==> src/rtl/gauss_pkg.sv <==
// gauss_pkg: definitions shared by the Gaussian sampler and the coefficient
// collector. It holds the collector state encoding, the LOGN-derived sample
// width and range limit, and the squared-norm acceptance bound.
package gauss_pkg;

  typedef enum logic [2:0] {
    IDLE,
    RUN_F,
    RUN_G,
    CHECK,
    DONE
  } gauss_state_t;

  // (f,g) is rejected when its squared norm reaches this bound.
  localparam int unsigned GAUSS_NORM_BOUND = 16823;

  // Width of a signed sample for the given polynomial degree.
  function automatic int unsigned gauss_val_bit(input int unsigned logn);
    return (logn == 9) ? 7 : 6;
  endfunction

  // A coefficient v is legal iff -lim < v < lim.
  function automatic int unsigned gauss_coef_lim(input int unsigned logn);
    return (logn == 9) ? 32 : 16;
  endfunction

endpackage

==> src/rtl/gauss_poly_collect_if.sv <==
// gauss_poly_collect_if: interface bundling the collector's signals.
//   Keygen controller side: start, busy, done, reject, sqnorm.
//   Sampler side: gauss_ena, val_valid, val.
//   RAM side: coef_we, coef_sel, coef_addr, coef_data.
// Modports:
//   master - the environment: drives start/val_valid/val, observes the rest.
//   slave  - the collector itself.
interface gauss_poly_collect_if
  import gauss_pkg::*;
#(
  parameter int unsigned LOGN    = 9,
  parameter int unsigned VAL_BIT = gauss_val_bit(LOGN),
  parameter int unsigned SQ_W    = 24
);
  logic                      start;
  logic                      gauss_ena;
  logic                      val_valid;
  logic signed [VAL_BIT-1:0] val;
  logic                      coef_we;
  logic                      coef_sel;
  logic [LOGN-1:0]           coef_addr;
  logic signed [VAL_BIT-1:0] coef_data;
  logic                      busy;
  logic                      done;
  logic                      reject;
  logic [SQ_W-1:0]           sqnorm;

  modport master (
    output start, val_valid, val,
    input  gauss_ena, coef_we, coef_sel, coef_addr, coef_data,
           busy, done, reject, sqnorm
  );

  modport slave (
    input  start, val_valid, val,
    output gauss_ena, coef_we, coef_sel, coef_addr, coef_data,
           busy, done, reject, sqnorm
  );
endinterface

==> src/rtl/gauss_sqacc.sv <==
// gauss_sqacc: saturating accumulator of squared signed samples.
// Ports:
//   clk, rst - clock, synchronous active-high reset
//   clr      - clears the sum (start of a new run)
//   en       - adds val*val to the sum this cycle
//   val      - signed sample
//   sum      - running sum; sticks at all-ones instead of wrapping
module gauss_sqacc #(
  parameter int unsigned VAL_BIT = 7,
  parameter int unsigned SQ_W    = 24
) (
  input  logic                      clk,
  input  logic                      rst,
  input  logic                      clr,
  input  logic                      en,
  input  logic signed [VAL_BIT-1:0] val,
  output logic [SQ_W-1:0]           sum
);

  logic signed [2*VAL_BIT-1:0] v_ext;
  logic signed [2*VAL_BIT-1:0] sq_s;
  logic [2*VAL_BIT-1:0]        sq;
  logic [SQ_W:0]               nxt;

  // The square of -2^(VAL_BIT-1) is 2^(2*VAL_BIT-2): it fits the double-width
  // product when read as unsigned.
  always_comb begin
    v_ext = {{VAL_BIT{val[VAL_BIT-1]}}, val};
    sq_s  = v_ext * v_ext;
    sq    = $unsigned(sq_s);
    nxt   = {1'b0, sum} + (SQ_W + 1)'(sq);
  end

  always_ff @(posedge clk) begin
    if (rst || clr) begin
      sum <= '0;
    end else if (en) begin
      sum <= nxt[SQ_W] ? '1 : nxt[SQ_W-1:0];
    end
  end

endmodule

==> src/rtl/gauss_poly_collect.sv <==
// gauss_poly_collect: enables the Gaussian sampler, collects 2N signed
// coefficients (N for f, then N for g), writes them to the coefficient RAM,
// range-checks each one and accumulates the squared norm of (f,g). At the end
// it pulses done with an accept/reject verdict.
// Ports:
//   clk, rst - clock, synchronous active-high reset
//   bus      - gauss_poly_collect_if.slave: start/busy/done/reject/sqnorm,
//              sampler gauss_ena/val_valid/val, RAM coef_we/sel/addr/data
// Build option: define GAUSS_COLLECT_EARLY_ABORT_EN to stop sampling at the
// first out-of-range coefficient (that coefficient is not written).
module gauss_poly_collect
  import gauss_pkg::*;
#(
  parameter int unsigned LOGN       = 9,
  parameter int unsigned VAL_BIT    = gauss_val_bit(LOGN),
  parameter int unsigned COEF_LIM   = gauss_coef_lim(LOGN),
  parameter int unsigned NORM_BOUND = GAUSS_NORM_BOUND,
  parameter int unsigned SQ_W       = 24
) (
  input logic                 clk,
  input logic                 rst,
  gauss_poly_collect_if.slave bus
);

  gauss_state_t              state;
  logic [LOGN-1:0]           idx;
  logic                      last_q;
  logic                      range_err;
  logic signed [VAL_BIT-1:0] val_s;
  int                        v_int;
  logic                      oor;
  logic                      take;
  logic                      abort;
  logic                      wr_ok;
  logic                      start_ok;
  logic [SQ_W-1:0]           acc_sum;

  always_comb begin
    val_s    = bus.val;
    v_int    = int'(val_s);
    oor      = (v_int >= int'(COEF_LIM)) || (v_int <= -int'(COEF_LIM));
    take     = bus.val_valid && ((state == RUN_F) || (state == RUN_G)) && !last_q;
`ifdef GAUSS_COLLECT_EARLY_ABORT_EN
    abort    = take && oor;
`else
    abort    = 1'b0;
`endif
    wr_ok    = take && !abort;
    start_ok = (state == IDLE) && bus.start;
  end

  gauss_sqacc #(
    .VAL_BIT (VAL_BIT),
    .SQ_W    (SQ_W)
  ) u_sqacc (
    .clk (clk),
    .rst (rst),
    .clr (start_ok),
    .en  (wr_ok),
    .val (val_s),
    .sum (acc_sum)
  );

  assign bus.sqnorm = acc_sum;

  // After the last g sample is accepted, one more RUN_G cycle (last_q set)
  // lets the registered write and the final accumulation land before CHECK
  // reads the sum; samples in that cycle are ignored.
  always_ff @(posedge clk) begin
    if (rst) begin
      state         <= IDLE;
      idx           <= '0;
      last_q        <= 1'b0;
      range_err     <= 1'b0;
      bus.gauss_ena <= 1'b0;
      bus.coef_we   <= 1'b0;
      bus.coef_sel  <= 1'b0;
      bus.coef_addr <= '0;
      bus.coef_data <= '0;
      bus.busy      <= 1'b0;
      bus.done      <= 1'b0;
      bus.reject    <= 1'b0;
    end else begin
      bus.coef_we <= 1'b0;
      bus.done    <= 1'b0;
      if (wr_ok) begin
        bus.coef_we   <= 1'b1;
        bus.coef_sel  <= (state == RUN_G);
        bus.coef_addr <= idx;
        bus.coef_data <= val_s;
      end

      case (state)
        IDLE: begin
          if (bus.start) begin
            state         <= RUN_F;
            idx           <= '0;
            last_q        <= 1'b0;
            range_err     <= 1'b0;
            bus.reject    <= 1'b0;
            bus.busy      <= 1'b1;
            bus.gauss_ena <= 1'b1;
          end
        end
        RUN_F, RUN_G: begin
          if (last_q) begin
            state         <= CHECK;
            last_q        <= 1'b0;
            bus.gauss_ena <= 1'b0;
          end else if (take) begin
            if (oor) range_err <= 1'b1;
            if (abort) begin
              state         <= CHECK;
              bus.gauss_ena <= 1'b0;
            end else begin
              idx <= idx + 1'b1;
              if (idx == '1) begin
                if (state == RUN_F) state <= RUN_G;
                else last_q <= 1'b1;
              end
            end
          end
        end
        CHECK: begin
          bus.reject <= range_err | (acc_sum >= SQ_W'(NORM_BOUND));
          bus.done   <= 1'b1;
          bus.busy   <= 1'b0;
          state      <= DONE;
        end
        DONE: begin
          state <= IDLE;
        end
        default: begin
          state <= IDLE;
        end
      endcase
    end
  end

endmodule

==> src/flat_wrapper.sv <==
// flat-port wrapper written by rule: the top's interface ports become plain ports
module gauss_poly_collect_flat import gauss_pkg::*;
#(
  parameter int unsigned LOGN       = 9,
  parameter int unsigned VAL_BIT    = gauss_val_bit(LOGN),
  parameter int unsigned COEF_LIM   = gauss_coef_lim(LOGN),
  parameter int unsigned NORM_BOUND = GAUSS_NORM_BOUND,
  parameter int unsigned SQ_W       = 24
)
  (clk, rst, bus_start, bus_val_valid, bus_val, bus_gauss_ena, bus_coef_we, bus_coef_sel, bus_coef_addr, bus_coef_data, bus_busy, bus_done, bus_reject, bus_sqnorm);
  gauss_poly_collect_if #(.LOGN(LOGN), .VAL_BIT(VAL_BIT), .SQ_W(SQ_W)) bus_i ();
  input logic clk;
  input logic rst;
  input wire logic [$bits(bus_i.start)-1:0] bus_start;
  input wire logic [$bits(bus_i.val_valid)-1:0] bus_val_valid;
  input wire logic [$bits(bus_i.val)-1:0] bus_val;
  output wire logic [$bits(bus_i.gauss_ena)-1:0] bus_gauss_ena;
  output wire logic [$bits(bus_i.coef_we)-1:0] bus_coef_we;
  output wire logic [$bits(bus_i.coef_sel)-1:0] bus_coef_sel;
  output wire logic [$bits(bus_i.coef_addr)-1:0] bus_coef_addr;
  output wire logic [$bits(bus_i.coef_data)-1:0] bus_coef_data;
  output wire logic [$bits(bus_i.busy)-1:0] bus_busy;
  output wire logic [$bits(bus_i.done)-1:0] bus_done;
  output wire logic [$bits(bus_i.reject)-1:0] bus_reject;
  output wire logic [$bits(bus_i.sqnorm)-1:0] bus_sqnorm;
  assign bus_i.start = bus_start;
  assign bus_i.val_valid = bus_val_valid;
  assign bus_i.val = bus_val;
  assign bus_gauss_ena = bus_i.gauss_ena;
  assign bus_coef_we = bus_i.coef_we;
  assign bus_coef_sel = bus_i.coef_sel;
  assign bus_coef_addr = bus_i.coef_addr;
  assign bus_coef_data = bus_i.coef_data;
  assign bus_busy = bus_i.busy;
  assign bus_done = bus_i.done;
  assign bus_reject = bus_i.reject;
  assign bus_sqnorm = bus_i.sqnorm;
  gauss_poly_collect #(.LOGN(LOGN), .VAL_BIT(VAL_BIT), .COEF_LIM(COEF_LIM), .NORM_BOUND(NORM_BOUND), .SQ_W(SQ_W)) u_core (.clk(clk), .rst(rst), .bus(bus_i));
endmodule
==> config.mk <==
export PLATFORM = sky130hd
export DESIGN_NAME = gauss_poly_collect_flat
export DESIGN_NICKNAME = d
export VERILOG_FILES = /design/src/rtl/gauss_pkg.sv /design/src/rtl/gauss_poly_collect_if.sv /design/src/rtl/gauss_sqacc.sv /design/src/rtl/gauss_poly_collect.sv /design/src/flat_wrapper.sv
export SDC_FILE = /design/constraint.sdc
export NUM_CORES = 1
export LEC_CHECK = 0
export CAP_MARGIN = 0
export CORE_ASPECT_RATIO = 2
export CORE_UTILIZATION = 52
export DETAILED_ROUTE_END_ITERATION = 10
export HOLD_SLACK_MARGIN = 0.15
export PLACE_DENSITY_LB_ADDON = 0.3
export SLEW_MARGIN = 20
export SYNTH_ARGS = -nofsm -noshare
export SYNTH_HDL_FRONTEND = slang
export SYNTH_SLANG_ARGS = --single-unit
export TNS_END_PERCENT = 100
==> constraint.sdc <==
create_clock -name clk -period 12 [get_ports clk]
set_clock_uncertainty 0.1 [all_clocks]
set_input_delay 2.4 -clock clk [delete_from_list [all_inputs] [get_ports clk]]
set_output_delay 2.4 -clock clk [all_outputs]
set_load 0.005 [all_outputs]
Yosys cells after proc, flatten, opt, wreduce, memory -nomap -nowiden
Index checks and enable logic that the tools add are counted.
Widths: inputs -> output; s select.
- register bits after elaboration: 60
- output and inout port bits: 46
- add/subtract/negate cells: 2
- $mul: 1
- order comparisons: 3
- equal/unequal tests: 12
- muxes and demuxes: 28
- bitwise operators: 1
- reductions and logical operators: 17
- operators by type and width (cell ; count):
    $mux 9 ; 3
    $add 24x14->25 ; 1
    $ge 24x15->1 const B ; 1
    $mux 24 ; 1
    $pmux 9 s2 ; 1
    $mux 3 ; 5
    $mul 7x7->14 ; 1
    $mux 1 ; 12
    $pmux 1 s2 ; 5
    $add 9x1->9 const B ; 1
    $eq 9x9->1 const B ; 1
    $ne 3x1->1 const B ; 3
    $pmux 3 s3 ; 1
    $reduce_and 4->1 ; 2
    $ge 7x7->1 const B ; 1
    $le 7x6->1 const B ; 1
    $eq 3x2->1 const B ; 2
    $ne 2x1->1 const B ; 3
    $reduce_and 5->1 ; 1
    $ne 2x2->1 const B ; 2
    $reduce_and 2->1 ; 2
    $reduce_bool 2->1 ; 2
    $eq 3x1->1 const B ; 1
    $logic_and 1x1->1 ; 3
    6 further kinds ; 8

Longest topological paths before layout
- depth in word-level cells: 7
- depth in mapped cells: 26
- depth with buffers taken out: 26

Cells and area by module
From an unflattened synthesis, not the netlist that was laid out.
- cell total of the unflattened synthesis: 597
- area, all modules: 5203.7 um2
- by module, submodules not included (module ; times used ; cells each ; area an instance (um2) ; seq. area each (um2)):
    gauss_sqacc ; 1 ; 422 ; 3538.4 ; 480.5
    gauss_poly_collect ; 1 ; 175 ; 1665.3 ; 720.7

Worst setup path after synthesis
No wires, ideal clock.
- path type: input to register
- start point: input bus_val[2]
- end point: register u_core.u_sqacc.sum[19]
- setup time: 0.120 ns
- arrival time: 7.666 ns
- slack: 4.114 ns
- cell stages on the path: 25
- cell sequence: clkbuf_1 -> inv_1 -> nor2_1 -> inv_1 -> fa_1 -> inv_1 -> fa_1 -> fa_1 -> inv_1 -> fa_1 -> inv_1 -> ha_1 -> nand2_1 -> a2bb2oi_1 -> a221oi_1 -> a31oi_1 -> xnor2_1 -> ha_1 -> inv_1 -> nor2_1 -> o211a_2 -> a32o_2 -> o2111ai_1 -> xor2_1 -> a21oi_1
- longest elaborated chain between the ends: 3
- ends and longest elaborated chain (element ; line ; RTL):
    from (decl) ; flat_wrapper.sv:16 ; input wire logic [$bits(bus_i.val)-1:0] bus_val;
    $mul 7x7->14 ; gauss_sqacc.sv:29 ; sq_s = v_ext * v_ext;
    $add 24x14->25 ; gauss_sqacc.sv:31 ; nxt = {1'b0, sum} + (SQ_W + 1)'(sq);
    $mux 24 ; gauss_sqacc.sv:38 ; sum <= nxt[SQ_W] ? '1 : nxt[SQ_W-1:0];
    to (signal assigned) ; gauss_sqacc.sv:38 ;
    to (decl) ; gauss_sqacc.sv:17 ; output logic [SQ_W-1:0] sum
Every way passes these cells.
A chain may end at the register's enable or synchronous reset.

Final worst setup path
- start point: input bus_val[2]
- end point: register u_core.u_sqacc.sum[4]
Same word-level chain as after synthesis.

==> flow_metrics.env <==
export IMPL_clk_latency_ps=340
export IMPL_syn_area_um2=4925
export IMPL_synth_edf_count=0
export IMPL_clock_root_buffer="clkbuf_16"
export IMPL_synth_seq_area_share_pct=24.39
export IMPL_viasPerCell=5.804
export IMPL_yosys_register_bits=60
export IMPL_setup_viol=0
export IMPL_critPathMaxStageDelay_ps=690
export IMPL_cts_tree="yes"
export IMPL_rsz0062_at_grt="false"
export IMPL_fp_row_count=49
export IMPL_layout_drive_gt1_share_pct=5.819
export IMPL_violations="DRC"
export IMPL_drcViolationCount=10
export IMPL_critPathBufInv=6
export IMPL_yosys_warnings=0
export IMPL_maxCapViolCount=0
export IMPL_yosys_most_used_dff="dfxtp_1"
export IMPL_place_hpwl_mm=9.723
export IMPL_syn_num_nets=689
export IMPL_p_per_area_nw_per_um2=183.2
export IMPL_start_kind="input port"
export IMPL_hp_class="flip-flop to flip-flop"
export IMPL_leakagePower_nw=2.552
export IMPL_met2WireLength_mm=6.781
export IMPL_yosysUniqueCellTypes=57
export IMPL_drtIter0Drc=146
export IMPL_io_buffers=56
export IMPL_wire_per_inst_um=16.16
export IMPL_grt_ovfl_total=0
export IMPL_io_pins=57
export IMPL_syn_to_final_growth_pct=18.72
export IMPL_cp_max_fo=12
export IMPL_grt_pass1_wl_mm=20.63
export IMPL_clock_path_buffers=2
export IMPL_h_tree_depth=3
export IMPL_dr_total_vias=4382
export IMPL_worst_slew_pin_slew_ps=1075
export IMPL_path_cells="clkdlybuf4s50_1 -> inv_1 -> nor2_1 -> inv_1 -> fa_1 -> inv_1 -> fa_1 -> fa_1 -> inv_1 -> fa_1 -> inv_1 -> ha_1 -> nand2_1 -> a2bb2oi_1 -> a221oi_1 -> a31oi_1 -> xnor2_1 -> ha_1 -> a21o_1 -> a31oi_1 -> o31a_4 -> nor2_1 -> nor2_1 -> a21oi_1"
export IMPL_grt_pass1_vias=4416
export IMPL_r2r_cells=9
export IMPL_clock_sinks=60
export IMPL_hold_depth=2
export IMPL_cts_resized=0
export IMPL_antenna_found_initial=0
export IMPL_postCtsSetupRepairBufs=0
export IMPL_die_area_um2=9888
export IMPL_worstPathRequired_ps=12070
export IMPL_die_y_um=139.6
export IMPL_period_needed_ps=8796
export IMPL_fin_crit_sh_pct=73.30
export IMPL_path_common_cell="inv_1"
export IMPL_core_um2=9074
export IMPL_start_util_pct=54.27
export IMPL_crit_type="input port to flip-flop"
export IMPL_status="complete, but fails checks"
export IMPL_antenna_left=0
export IMPL_die_w_um=70.82
export IMPL_max_freq_mhz=113.7
export IMPL_clk_pin_slew_ps=50
export IMPL_setup_tns_ps=0
export IMPL_fin_nets=735
export IMPL_syn_inst=602
export IMPL_top_layer="met4"
export IMPL_gp_congestion=0.9150
export IMPL_cts_buffers_inserted=9
export IMPL_n_antenna_cell=0
export IMPL_fillers=788
export IMPL_max_slew_margin_pct=28.09
export IMPL_drt_total_wl_mm=12.20
export IMPL_critPathTopFamily="adder cells"
export IMPL_final_hold_violation_count=0
export IMPL_dpl_cell_area_um2=5529
export IMPL_grt_max_degree=37
export IMPL_async_reset_ff_share_pct=0
export IMPL_route_met3_wl_um=495
export IMPL_crit_cells=24
export IMPL_postSynthAreaPerCell_um2=8.181
export IMPL_peakVddDrop_mv=0.1153
export IMPL_end_kind="flip-flop"
export IMPL_slew_violations=0
export IMPL_post_route_cell_area_um2=5847
export IMPL_drt_pass1_iter_count=8
export IMPL_drt_met1_wl_mm=4.306
export IMPL_hold_ws_ps=357.1
export IMPL_arrival_ps=8870
export IMPL_grt_util_all_layers_pct=26.43
export IMPL_hold_buffers=0
export IMPL_crit_path_top_delay_cell="clkdlybuf4s50_1"
cells in the mapped netlist, drive strengths merged, types with 3 or more instances:
| cell type | count | area (µm²) |
|---|---|---|
| nand4 | 6 | 37.54 |
| nor2 | 51 | 201.5 |
| a21oi | 57 | 285.3 |
| buf | 5 | 23.77 |
| nor3b | 3 | 22.52 |
| dfxtp | 60 | 1201 |
| nor4 | 3 | 18.77 |
| fa | 31 | 620.6 |
| nor3 | 14 | 92.59 |
| and3 | 6 | 37.54 |
| a311oi | 3 | 26.28 |
| and2 | 15 | 93.84 |
| o211ai | 3 | 22.52 |
| nor2b | 5 | 31.28 |
| a211oi | 13 | 107.6 |
| ha | 45 | 563.0 |
| o21ai | 25 | 125.1 |
| inv | 80 | 300.3 |
| xor2 | 17 | 148.9 |
| or2 | 4 | 25.02 |
| a22oi | 3 | 22.52 |
| nand2 | 63 | 236.5 |
| nand2b | 4 | 25.02 |
| o21bai | 3 | 22.52 |
| a21o | 6 | 45.04 |
| nand3 | 6 | 30.03 |
| clkbuf | 16 | 60.06 |
| xnor2 | 21 | 191.4 |
| a31oi | 7 | 43.79 |
cells by family (layout without fill, tap and decap cells):
logic type               count (synthesis)  count (layout)  share of synthesized area, %
adder cells (fa/ha/maj)                 76              76                         24.03
AND/OR/NAND/NOR                        184             184                         18.04
XOR/XNOR                                38              38                         6.911
buffers and inverters                  101             152                         7.800
flip-flops                              60              60                         24.39
AO/OA/AOI/OAI                          143             143                         18.83
where the power goes:
group	total, mW	switching, mW	internal (mW)
sequential	0.213	0.00740	0.205
clock	0.277	0.0954	0.182
combinational	0.581	0.342	0.240
total	1.07	0.445	0.626
final cells by class:
type	count	area [µm²]	area share (%)
well taps	102	127.6	2.183
multi-input cells	441	3339	57.12
clock buffers	10	229.0	3.916
inverters	80	300.3	5.136
clock inverters	6	88.84	1.519
repair buffers	56	560.5	9.587
flip-flops and latches	60	1201	20.54
per-layer routing:
layer  vias up  track usage, %
met5         -               0
met4         0           15.58
met3        42           4.200
met2       139           50.05
met1      2081           26.13
li1       2120               -
flip-flops by register name (all words and copies together) (netlist names), 3 cells and up:
| signal | cells |
|---|---|
| u_core.bus.coef_addr | 9 |
| u_core.bus.coef_data | 7 |
| u_core.idx | 9 |
| u_core.state | 3 |
| u_core.u_sqacc.sum | 24 |
cells in the final DEF (no fill, tap or decap), drive strengths merged, types with 14 or more instances in the layout:
cell           instances
inv                   80
nand2                 63
dfxtp                 60
a21oi                 57
clkdlybuf4s50         56
nor2                  51
ha                    45
fa                    31
o21ai                 25
xnor2                 21
xor2                  17
and2                  15
nor3                  14
worst reg2reg max path: cells and delay by family (launching register included):
family / cells / cell delay, ps
DFF: 1 / 350
AOI/OAI and AO/OA: 4 / 810
and+or+nand+nor: 3 / 880
adders and majority gates: 2 / 480
stage by stage:
| step | util, % | total power [mW] | instances | setup slack, ps |
|---|---|---|---|---|
| finish | 64.44 | 1.071 | 755 | 3204 |
| global route | 64.44 | 1.161 | 755 | 2664 |
| CTS | 64.44 | 1.074 | 755 | 3236 |
| detailed placement | 60.93 | 0.7969 | 739 | 2893 |
| global placement | 60.93 | 0.7866 | 739 | 3038 |
| floorplan | - | 0.6689 | 602 | 4114 |
worst paths after layout:
path | start | endpoint | slack, ps
setup reg to reg | u_core.u_sqacc.sum[0]$_SDFFE_PP0P_ | u_core.u_sqacc.sum[4]$_SDFFE_PP0P_ | 9210
setup / recovery | bus_val[2] | u_core.u_sqacc.sum[4]$_SDFFE_PP0P_ | 3200
hold / removal | u_core.bus.coef_addr[5]$_SDFFE_PP0P_ | u_core.bus.coef_addr[5]$_SDFFE_PP0P_ | 360
hold reg to reg | u_core.bus.coef_addr[5]$_SDFFE_PP0P_ | u_core.bus.coef_addr[5]$_SDFFE_PP0P_ | 360
No activity file was read; power rests on OpenSTA's default activity.
